File: src/rtl/motor_pkg.sv
// Shared constants for the motor steering block: FSM encodings, image centre and PWM width.
package motor_pkg;

  localparam logic [1:0] S_IDLE   = 2'd0;
  localparam logic [1:0] S_TRACK  = 2'd1;
  localparam logic [1:0] S_SEARCH = 2'd2;

  localparam int unsigned C_IMG_COLS   = 80;
  localparam int unsigned C_CENTRE_COL = C_IMG_COLS / 2;
  localparam int unsigned C_PWM_BITS   = 8;

endpackage

File: src/rtl/pwm_gen.sv
// Single PWM channel: period counter, shadowed duty and registered comparator output.
module pwm_gen #(
  parameter int unsigned c_pwm_bits = motor_pkg::C_PWM_BITS
) (
  input  logic                  clk,
  input  logic                  rst,
  input  logic                  tick,
  input  logic [c_pwm_bits-1:0] duty,
  input  logic                  force_off,
  output logic                  pwm
);

  // Counter runs 0..2^bits-2 so that duty = 2^bits-1 gives a constant high output.
  localparam logic [c_pwm_bits-1:0] CntMax = {{(c_pwm_bits-1){1'b1}}, 1'b0};

  logic [c_pwm_bits-1:0] cnt_q, cnt_d;
  logic [c_pwm_bits-1:0] shadow_q, shadow_d;
  logic                  pwm_q, pwm_d;

  always_comb begin
    cnt_d    = cnt_q;
    shadow_d = shadow_q;
    if (tick) begin
      if (cnt_q == CntMax) begin
        cnt_d    = '0;
        shadow_d = duty;
      end else begin
        cnt_d = cnt_q + 1'b1;
      end
    end
    pwm_d = !force_off && (cnt_d < shadow_d);
  end

  always_ff @(posedge clk) begin
    if (rst) begin
      cnt_q    <= '0;
      shadow_q <= '0;
      pwm_q    <= 1'b0;
    end else begin
      cnt_q    <= cnt_d;
      shadow_q <= shadow_d;
      pwm_q    <= pwm_d;
    end
  end

  assign pwm = pwm_q;

endmodule

File: src/rtl/motor_steer.sv
// Turns the per-frame winning red column into differential motor PWM, with target-loss
// search and a frame watchdog so the robot never drives on stale data.
module motor_steer
  import motor_pkg::*;
#(
  parameter int unsigned c_nb_col      = 7,
  parameter int unsigned c_nb_hits     = 6,
  parameter int unsigned c_pwm_bits    = C_PWM_BITS,
  parameter int unsigned c_pwm_div     = 196,
  parameter int unsigned c_duty_base   = 128,
  parameter int unsigned c_gain_sh     = 1,
  parameter int unsigned c_dead_zone   = 2,
  parameter int unsigned c_min_hits    = 4,
  parameter int unsigned c_lost_frames = 8,
  parameter int unsigned c_duty_search = 96,
  parameter int unsigned c_wd_cycles   = 4000000
) (
  input  logic                 clk,
  input  logic                 rst,
  input  logic                 enable,
  input  logic                 frame_done,
  input  logic [c_nb_col-1:0]  col_in,
  input  logic [c_nb_hits-1:0] hits_in,
  output logic                 pwm_l,
  output logic                 pwm_r,
  output logic                 dir_l,
  output logic                 dir_r,
  output logic                 tracking
);

  localparam int unsigned PrescW = (c_pwm_div > 1) ? $clog2(c_pwm_div) : 1;
  localparam int unsigned WdW    = $clog2(c_wd_cycles + 1);
  localparam int unsigned MissW  = $clog2(c_lost_frames + 1);

  localparam logic signed [10:0] Centre  = 11'(C_CENTRE_COL);
  localparam logic signed [10:0] Dz      = 11'(c_dead_zone);
  localparam logic signed [10:0] Base    = 11'(c_duty_base);
  localparam logic signed [10:0] DutyMax = 11'((1 << c_pwm_bits) - 1);

  function automatic logic [c_pwm_bits-1:0] sat(input logic signed [10:0] s);
    if (s < 0) return '0;
    else if (s > DutyMax) return '1;
    else return s[c_pwm_bits-1:0];
  endfunction

  logic [1:0]            state_q, state_d;
  logic [c_pwm_bits-1:0] duty_l_q, duty_l_d, duty_r_q, duty_r_d;
  logic                  dir_l_q, dir_l_d, dir_r_q, dir_r_d;
  logic [MissW-1:0]      miss_q, miss_d;
  logic [WdW-1:0]        wd_q, wd_d;
  logic [PrescW-1:0]     presc_q, presc_d;
  logic                  last_sign_q, last_sign_d;

  logic signed [10:0] err_raw, err, off;
  logic [c_pwm_bits-1:0] new_l, new_r;
  logic valid, tick, wd_expired, force_off;

  always_comb begin
    err_raw = $signed(11'(col_in)) - Centre;
    err     = (err_raw <= Dz && err_raw >= -Dz) ? 11'sd0 : err_raw;
    off     = err <<< c_gain_sh;
    new_l   = sat(Base + off);
    new_r   = sat(Base - off);
  end

  assign valid      = frame_done && (hits_in >= c_nb_hits'(c_min_hits));
  // A frame in the expiry cycle still counts, so the watchdog yields to frame_done.
  assign wd_expired = (wd_q >= WdW'(c_wd_cycles)) && !frame_done;
  assign tick       = (presc_q == PrescW'(c_pwm_div - 1));

  always_comb begin
    presc_d = tick ? '0 : presc_q + 1'b1;
    if (frame_done) wd_d = '0;
    else if (wd_q < WdW'(c_wd_cycles)) wd_d = wd_q + 1'b1;
    else wd_d = wd_q;
  end

  always_comb begin
    state_d     = state_q;
    duty_l_d    = duty_l_q;
    duty_r_d    = duty_r_q;
    dir_l_d     = dir_l_q;
    dir_r_d     = dir_r_q;
    miss_d      = miss_q;
    last_sign_d = last_sign_q;
    if (!enable || wd_expired) begin
      state_d  = S_IDLE;
      duty_l_d = '0;
      duty_r_d = '0;
      dir_l_d  = 1'b1;
      dir_r_d  = 1'b1;
      miss_d   = '0;
    end else if (valid) begin
      state_d     = S_TRACK;
      duty_l_d    = new_l;
      duty_r_d    = new_r;
      dir_l_d     = 1'b1;
      dir_r_d     = 1'b1;
      miss_d      = '0;
      last_sign_d = err[10];
    end else if (frame_done && state_q == S_TRACK) begin
      if (miss_q == MissW'(c_lost_frames - 1)) begin
        state_d  = S_SEARCH;
        duty_l_d = c_pwm_bits'(c_duty_search);
        duty_r_d = c_pwm_bits'(c_duty_search);
        // Rotate toward the side where the target was last seen.
        dir_l_d  = !last_sign_q;
        dir_r_d  = last_sign_q;
        miss_d   = '0;
      end else begin
        miss_d = miss_q + 1'b1;
      end
    end
  end

  always_ff @(posedge clk) begin
    if (rst) begin
      state_q     <= S_IDLE;
      duty_l_q    <= '0;
      duty_r_q    <= '0;
      dir_l_q     <= 1'b1;
      dir_r_q     <= 1'b1;
      miss_q      <= '0;
      wd_q        <= '0;
      presc_q     <= '0;
      last_sign_q <= 1'b0;
    end else begin
      state_q     <= state_d;
      duty_l_q    <= duty_l_d;
      duty_r_q    <= duty_r_d;
      dir_l_q     <= dir_l_d;
      dir_r_q     <= dir_r_d;
      miss_q      <= miss_d;
      wd_q        <= wd_d;
      presc_q     <= presc_d;
      last_sign_q <= last_sign_d;
    end
  end

  assign force_off = (state_d == S_IDLE);

  pwm_gen #(.c_pwm_bits(c_pwm_bits)) u_pwm_l (
    .clk      (clk),
    .rst      (rst),
    .tick     (tick),
    .duty     (duty_l_q),
    .force_off(force_off),
    .pwm      (pwm_l)
  );

  pwm_gen #(.c_pwm_bits(c_pwm_bits)) u_pwm_r (
    .clk      (clk),
    .rst      (rst),
    .tick     (tick),
    .duty     (duty_r_q),
    .force_off(force_off),
    .pwm      (pwm_r)
  );

  assign dir_l    = dir_l_q;
  assign dir_r    = dir_r_q;
  assign tracking = (state_q == S_TRACK);

endmodule

File: config.mk
export PLATFORM = sky130hd
export DESIGN_NAME = motor_steer
export DESIGN_NICKNAME = d
export VERILOG_FILES = /design/src/rtl/motor_pkg.sv /design/src/rtl/pwm_gen.sv /design/src/rtl/motor_steer.sv
export SDC_FILE = /design/constraint.sdc
export NUM_CORES = 1
export LEC_CHECK = 0
export CORE_MARGIN = 3
export CORE_UTILIZATION = 38
export DETAILED_ROUTE_END_ITERATION = 10
export SLEW_MARGIN = 20
export SYNTH_ARGS = -nofsm -noshare
export SYNTH_HDL_FRONTEND = slang
export SYNTH_SLANG_ARGS = --single-unit
File: constraint.sdc
create_clock -name clk -period 7.5 [get_ports clk]
set_input_delay 0.75 -clock clk [delete_from_list [all_inputs] [get_ports clk]]
set_output_delay 0.75 -clock clk [all_outputs]
set_load 0.01 [all_outputs]
; Word-level counts from Yosys, hierarchy flattened
; Index checks and enable logic that the tools add are counted.
[totals]
ff_bits = 89
latchBits = 0
mem_bits_rw = 0
rom_bits = 0
inputBits = 17
out_inout_bits = 5
word_cells = 83
n_memories = 0
[classes]
add_sub_neg = 8
n_mul = 0
div = 0
order_cmp = 11
eq_ne = 5
n_shift = 0
n_mux = 22
n_bitwise = 1
reduce_logical = 21
[ops]
columns = cell, count
row1 = $mux 8, 16
row2 = $add 8x1->8 const B, 3
row3 = $eq 8x8->1 const B, 3
row4 = $add 22x1->22 const B, 1
row5 = $ge 22x22->1 const B, 1
row6 = $gt 11x9->1 const B, 2
row7 = $lt 11x1->1 const B, 2
row8 = $lt 22x22->1 const B, 1
row9 = $lt 8x8->1, 2
row10 = $add 9x11->11 const A, 1
row11 = $mux 11, 1
row12 = $sub 9x11->11 const A, 1
row13 = $ge 8x2->1 const B, 1
row14 = $le 8x3->1 const B, 1
row15 = $mux 2, 4
row16 = $sub 7x6->8 const B, 1
row17 = $ge 6x3->1 const B, 1
row18 = $logic_and 1x1->1, 6
row19 = $reduce_and 2->1, 3
row20 = $reduce_or 2->1, 3
row21 = $add 4x1->4 const B, 1
row22 = $eq 4x3->1 const B, 1
row23 = $logic_not 1->1, 4
row24 = $mux 4, 1
row25 = other kinds (6), 7

; Logic depth before layout (Yosys ltp)
[logic_depth]
ltp_word = 9
ltp_mapped = 14
depth_no_buf = 14

; Cells and area by module
; Synthesis repeated with hierarchy kept, for this count alone.
[hier_totals]
hier_cells = 554
area_unflattened_um2 = 4794.6
[by_module_without_submodules]
columns = module, instances, cells_per_inst, area_each_um2, seq_area_each_um2
row1 = motor_steer, 1, 348, 2897.8, 1101.1
row2 = pwm_gen, 2, 103, 948.4, 340.3

; Worst setup path before layout
; Ideal clock, no wire load.
[synth_path]
path_kind = input to register
start = in col_in[3]
end = reg duty_r_q[6]
setup_ns = 0.117
arrival_ns = 3.723
required_ns = 7.383
slack_ns = 3.659
cell_stages = 14
path_buffers = 0
path_cell_list = inv_1 > ha_1 > nor2_1 > o2111ai_1 > a21o_1 > o21ai_0 > ha_1 > inv_1 > and2_1 > a2111o_1 > ha_1 > inv_1 > or3_1 > a32o_1
[synth_via]
elab_chain_cells = 9
word_cells_on_any_way = 11
classes_between = 2 x add/sub / 4 x order compare / 4 x mux / 1 x reduce/logical
[synth_rtl]
columns = item, line
row1 = from (decl), motor_steer.sv:22  ; input logic [c_nb_col-1:0] col_in,
row2 = $sub 7x6->8 (*), motor_steer.sv:59  ; err_raw = $signed(11'(col_in)) - Centre;
row3 = $le 8x3->1 / $ge 8x2->1 (equally long branches), motor_steer.sv:60  ; err = (err_raw <= Dz && err_raw >= -Dz) ? 11'sd0 : err_raw;
row4 = $logic_and 1x1->1, motor_steer.sv:60
row5 = $mux 11 (*), motor_steer.sv:60
row6 = $sub 9x11->11 (*), motor_steer.sv:63  ; new_r = sat(Base - off);
row7 = $gt 11x9->1, motor_steer.sv:42  ; else if (s > DutyMax) return '1;
row8 = $mux 8, motor_steer.sv:42
row9 = $mux 8 (*), motor_steer.sv:41  ; if (s < 0) return '0;
row10 = $mux 8 (*), motor_steer.sv:93  ; end else if (valid) begin
row11 = to (signal assigned), motor_steer.sv:130  ; duty_r_q <= duty_r_d;
row12 = to (decl), motor_steer.sv:47  ; logic [c_pwm_bits-1:0] duty_l_q, duty_l_d, duty_r_q, duty_r_d;
; Mark *: on every way between the ends. The rest lies on a longest branch, timed or not.
; A chain may end at the register's enable or synchronous reset.

; Worst setup path after layout
; Same ends and word-level chain as after synthesis.

==> tab_implementation.tex <==
\begin{tabular}{lr}
\hline
Metric & Value \\
\hline
\multicolumn{2}{l}{\textbf{Power}} \\
Power share of the sequential group & around 43\% \\
Total power density per cell area & 209 mW/mm\^{}2 \\
Design internal power & about 0.00089 W \\
Worst-case vdd ir drop & 0.124 mV \\
Fraction of power consumed by the clock network & between 50\% and 60\% \\
Net Switching & between 0.0002 and 0.00025 W \\
Lkg Pwr & about 2 nW \\
Sw frac & 20.7\% \\
Share of power burned in combinational logic & roughly 6.5\% \\
\multicolumn{2}{l}{\textbf{Timing}} \\
Final hold violation count & 0 \\
Final critical delay including setup and external delays & between 4 and 5 ns \\
Final total negative setup slack & 0 ns \\
Setup repair after global routing missed its margin & false \\
Count of pins over their slew limit & 0 \\
Worst Max-Slew Pin Slew & approximately 1.0 ns \\
Relative slew margins & 30.3\% \\
Final setup vio count & 0 \\
Fraction of the cycle the final worst path needs & roughly 62\% \\
Achievable Freq & 0.214 GHz \\
Layout Skew & 0.00803 ns \\
Hold slack & 0.460 ns \\
\multicolumn{2}{l}{\textbf{Clock network}} \\
PostCTS Resize Cnt & 0 \\
Root Buffer Master & sky130\_fd\_sc\_hd\_\_clkbuf\_16 \\
Clock buffer depth & 2 \\
Number of buffers created by CTS & 9 \\
CTS tree & done \\
TritonCTS Sinks & 89 \\
Clock transition at path regs & 0.06 ns \\
Latest clock arrival within the worst-skew pair & $\sim$0.34 ns \\
Count of buffers added by post-CTS timing repair for setup & 0 \\
Hold-fix buffers at CTS & 0 \\
H-Tree Level Count & 3 \\
\multicolumn{2}{l}{\textbf{Route}} \\
Post-route antenna net violation count & 0 \\
Initial detailed-routing violation count & 220 \\
Top layer used by detailed routing & met4 \\
Per-cell via count in the routed design & between 5 and 6 \\
Met2 wire length & around 4.5 mm \\
Total via count in the routed design & approximately 3900 \\
Routed wire length & roughly 10 mm \\
Mean routed wirelength per cell & 14.6 um \\
Met3 wire len & $\sim$360 um \\
Number of remaining DRC errors & 0 \\
Detailed-route wire length on metal 1 & between 5 and 6 mm \\
Drt first pass iters & 4 \\
\multicolumn{2}{l}{\textbf{Flow run}} \\
Max Cap Violations & 0 \\
\multicolumn{2}{l}{\textbf{Critical path}} \\
Endpoint required time on the critical path & a little under 8 ns \\
Series of cell instances along the critical path & clkdlybuf4s50\_1 > inv\_1 > ha\_1 > nor2\_1 > o2111ai\_1 > a21o\_1 > o21ai\_0 > ha\_1 > inv\_1 > and2\_1 > a2111o\_1 > ha\_1 > inv\_1 > or3\_1 > a32o\_1 \\
Largest fanout of any net on the critical path & 8 \\
Data arrival time of the critical path & slightly below 5 ns \\
Startpoint kind of the worst setup timing path & input pin \\
Register-to-Register Setup Slack & approximately 4.0 ns \\
Crit Path Category & input pin to flip-flop \\
Kind of end point of the critical path & flip-flop \\
Slowest-stage cell, CP & sky130\_fd\_sc\_hd\_\_clkdlybuf4s50\_1 \\
Slowest stage delay, CP & 0.61 ns \\
\multicolumn{2}{l}{\textbf{Synth}} \\
Flops \& latches, synth & 89 \\
Number of warnings reported in the yosys synthesis log & 0 \\
Syn\_nets & between 500 and 600 \\
Largest family of logic cells by synthesized area & simple AND/OR/NAND/NOR gates \\
Synth Area in Adders & 6.97\% \\
Count of flip-flops with a built-in enable after synthesis & 0 \\
Synthesized area divided by synthesized cell count & 8.59 sq um \\
Synth area leaders & sky130\_fd\_sc\_hd\_\_dfxtp\_1 38\%, sky130\_fd\_sc\_hd\_\_ha\_1 7.0\%, sky130\_fd\_sc\_hd\_\_mux2i\_1 4.3\% \\
Area share of the leading cell type in the synthesized netlist & about two fifths \\
Portion of netlist area occupied by mux cells & 4.53\% \\
Seq/Total Area, Yosys & about two fifths \\
Prevailing post-synth register cell & sky130\_fd\_sc\_hd\_\_dfxtp\_1 \\
Async SR Flop Fraction & 0\% \\
Area fraction in compound gates after synthesis & roughly a fifth \\
Synth Instances & 543 \\
Synthesized-area fraction occupied by and/or/nand/nor cells & a little under a quarter \\
Combined area of all synthesized cells & between 0.004 and 0.005 sq mm \\
Cell type with the highest aggregate area in the netlist & sky130\_fd\_sc\_hd\_\_dfxtp\_1 \\
Xor and xnor fraction of the mapped netlist area & 4.32\% \\
Netlist cell types & 54 \\
\multicolumn{2}{l}{\textbf{Floorplan}} \\
Number of ports placed on the die boundary & 22 \\
X dimension of the die & 117 um \\
Starting density of the core & 39.9\% \\
Core region area & between 0.01 and 0.015 sq mm \\
Number of placement rows & 39 \\
Die height & approximately 120 um \\
Total die area & 0.0136 sq mm \\
\multicolumn{2}{l}{\textbf{GRT}} \\
Vias in the first global route & 3786 \\
Largest net degree at the start of global routing & 42 \\
First-pass GRT wire length & about 18 mm \\
Initial antenna violation count & 0 \\
Total GRT Usage & 16.1\% \\
Total congestion overflow & 0 \\
\multicolumn{2}{l}{\textbf{Layout}} \\
Fraction of layout instances using a drive strength above 1 & approximately 4.8\% \\
Sequential standard cell area & about 0.0018 sq mm \\
Number of fill cells & around 1200 \\
Final \#Nets & about 600 \\
Synthesis-to-finish area growth & 14.6\% \\
Diode count & 0 \\
Multi-input gate area in the final layout & between 0.002 and 0.003 sq mm \\
\multicolumn{2}{l}{\textbf{Placed design}} \\
Routability Congestion & $\sim$0.83 \\
Detailed placer's ending HPWL & around 7.4 mm \\
Number of input and output port buffers inserted & 19 \\
\multicolumn{2}{l}{\textbf{Run status}} \\
Status & completed \\
\multicolumn{2}{l}{\textbf{Worst hold path}} \\
Tightest Hold Check Type & flip-flop to flip-flop \\
\hline
\end{tabular}
-- placed cells by master, fill, tap and decap left out, drive strengths merged, types with 4 or more instances in the layout --
cell type,synthesis,layout
dfxtp,89,89
nor2,51,51
a21oi,36,36
nor3,29,29
nand2,27,27
o21ai,26,26
ha,26,26
nand3,25,25
mux2i,20,20
clkdlybuf4s50,0,19
inv,16,16
nand4,15,15
or3,14,14
and2,12,12
xnor2,12,12
xor2,11,11
a211oi,11,11
clkbuf,13,11
a21o,10,10
o21a,9,9
and3,9,9
o31ai,7,7
nor4,6,6
nor2b,5,5
nand2b,5,5
a31oi,5,5
and4,5,5
or4,5,5
o31a,4,4
o211ai,4,4
bufinv,0,4
-- synth_stat cells (2+ instances only) --
library cell and n:
sky130_fd_sc_hd__and2_1 12, sky130_fd_sc_hd__nor4_1 6, sky130_fd_sc_hd__o31a_1 4, sky130_fd_sc_hd__o31ai_1 7, sky130_fd_sc_hd__and3_1 9, sky130_fd_sc_hd__mux2i_1 20
sky130_fd_sc_hd__a211oi_1 11, sky130_fd_sc_hd__o21a_1 9, sky130_fd_sc_hd__nor2_1 51, sky130_fd_sc_hd__o2111ai_1 2, sky130_fd_sc_hd__o21ai_0 26, sky130_fd_sc_hd__nand2_1 27
sky130_fd_sc_hd__xor2_1 11, sky130_fd_sc_hd__o311ai_0 2, sky130_fd_sc_hd__nand2b_1 5, sky130_fd_sc_hd__a31oi_1 5, sky130_fd_sc_hd__xnor2_1 12, sky130_fd_sc_hd__clkbuf_1 13
sky130_fd_sc_hd__or3_1 14, sky130_fd_sc_hd__o211ai_1 4, sky130_fd_sc_hd__nor2b_1 5, sky130_fd_sc_hd__and3b_1 2, sky130_fd_sc_hd__a22o_1 2, sky130_fd_sc_hd__buf_1 2
sky130_fd_sc_hd__ha_1 26, sky130_fd_sc_hd__buf_6 2, sky130_fd_sc_hd__inv_1 16, sky130_fd_sc_hd__a21o_1 10, sky130_fd_sc_hd__a22oi_1 3, sky130_fd_sc_hd__and4_1 5
sky130_fd_sc_hd__a21oi_1 36, sky130_fd_sc_hd__nand3_1 25, sky130_fd_sc_hd__or4_1 4, sky130_fd_sc_hd__buf_2 4, sky130_fd_sc_hd__nand4_1 15, sky130_fd_sc_hd__a32o_1 2
sky130_fd_sc_hd__nor3_1 29, sky130_fd_sc_hd__dfxtp_1 89
-- routing by layer --
layer  up-vias  track usage [%]
met5         -                0
met4         0             4.97
met3        10             4.52
met2        61             25.4
met1      1838             21.5
li1       2040                -
-- sequential cells by signal, indices dropped and copies added, names as in the netlist, 2 cells and up --
name,flops
duty_l_q,8
duty_r_q,8
miss_q,4
presc_q,8
state_q,2
u_pwm_l.cnt_q,8
u_pwm_l.shadow_q,8
u_pwm_r.cnt_q,8
u_pwm_r.shadow_q,8
wd_q,22
-- critical path: cells and delay by family --
kind                     cells  cell delay [ns]
AO/OA/AOI/OAI                5             1.45
adder cells (fa/ha/maj)      3             1.13
buffers and inverters        4             0.93
AND/OR/NAND/NOR              3             0.66
-- final timing paths --
check                           startpoint     endpoint  depth (start not counted)
worst min-delay path            presc_q[0]   presc_q[0]                          1
worst max register to register  presc_q[0]  u_pwm_l.pwm                         12
worst min register to register  presc_q[0]   presc_q[0]                          1
worst max-delay path             col_in[3]  duty_r_q[6]                         15
-- layout make-up --
type                    count  area share [%]
inverters                  16            1.12
flip-flops and latches     89            33.3
well taps                 143            3.35
repair buffers             22            3.98
clock inverters             5            2.34
multi-input cells         417            51.2
clock buffers              11            4.73
-- cells by family after synthesis --
kind of cell,Yosys count
xor gates and xnor gates,23
buffers and inverters,37
AOI/OAI and AO/OA,132
adders and majority gates,26
DFF,89
muxes,21
and+or+nand+nor,215
-- power groups by stage --
| stage | Sequential, W | Clock (W) | Combinational (W) |
|---|---|---|---|
| 6_report | 0.000484 | 0.000559 | 0.0000729 |
| 3_3_place_gp | 0.000495 | 0 | 0.0000714 |
| 5_1_grt | 0.000485 | 0.000593 | 0.0000815 |
| 4_1_cts | 0.000484 | 0.000571 | 0.0000729 |
| 3_5_place_dp | 0.000495 | 0 | 0.0000726 |
| 2_1_floorplan | 0.000493 | 0 | 0.0000486 |
-- through the flow --
step	util, %	instances	power [W]	cell area [sq um]	setup WS [ns]
6_report	45.7	703	0.00112	5350	2.82
5_1_grt	45.7	703	0.00116	5350	2.52
4_1_cts	45.7	703	0.00113	5350	2.86
3_5_place_dp	42.4	687	0.000567	4970	2.52
3_3_place_gp	42.4	687	0.000566	4970	2.61
2_1_floorplan	-	543	0.000541	4670	3.66
Note: power is estimated with default switching activity, not from simulation.
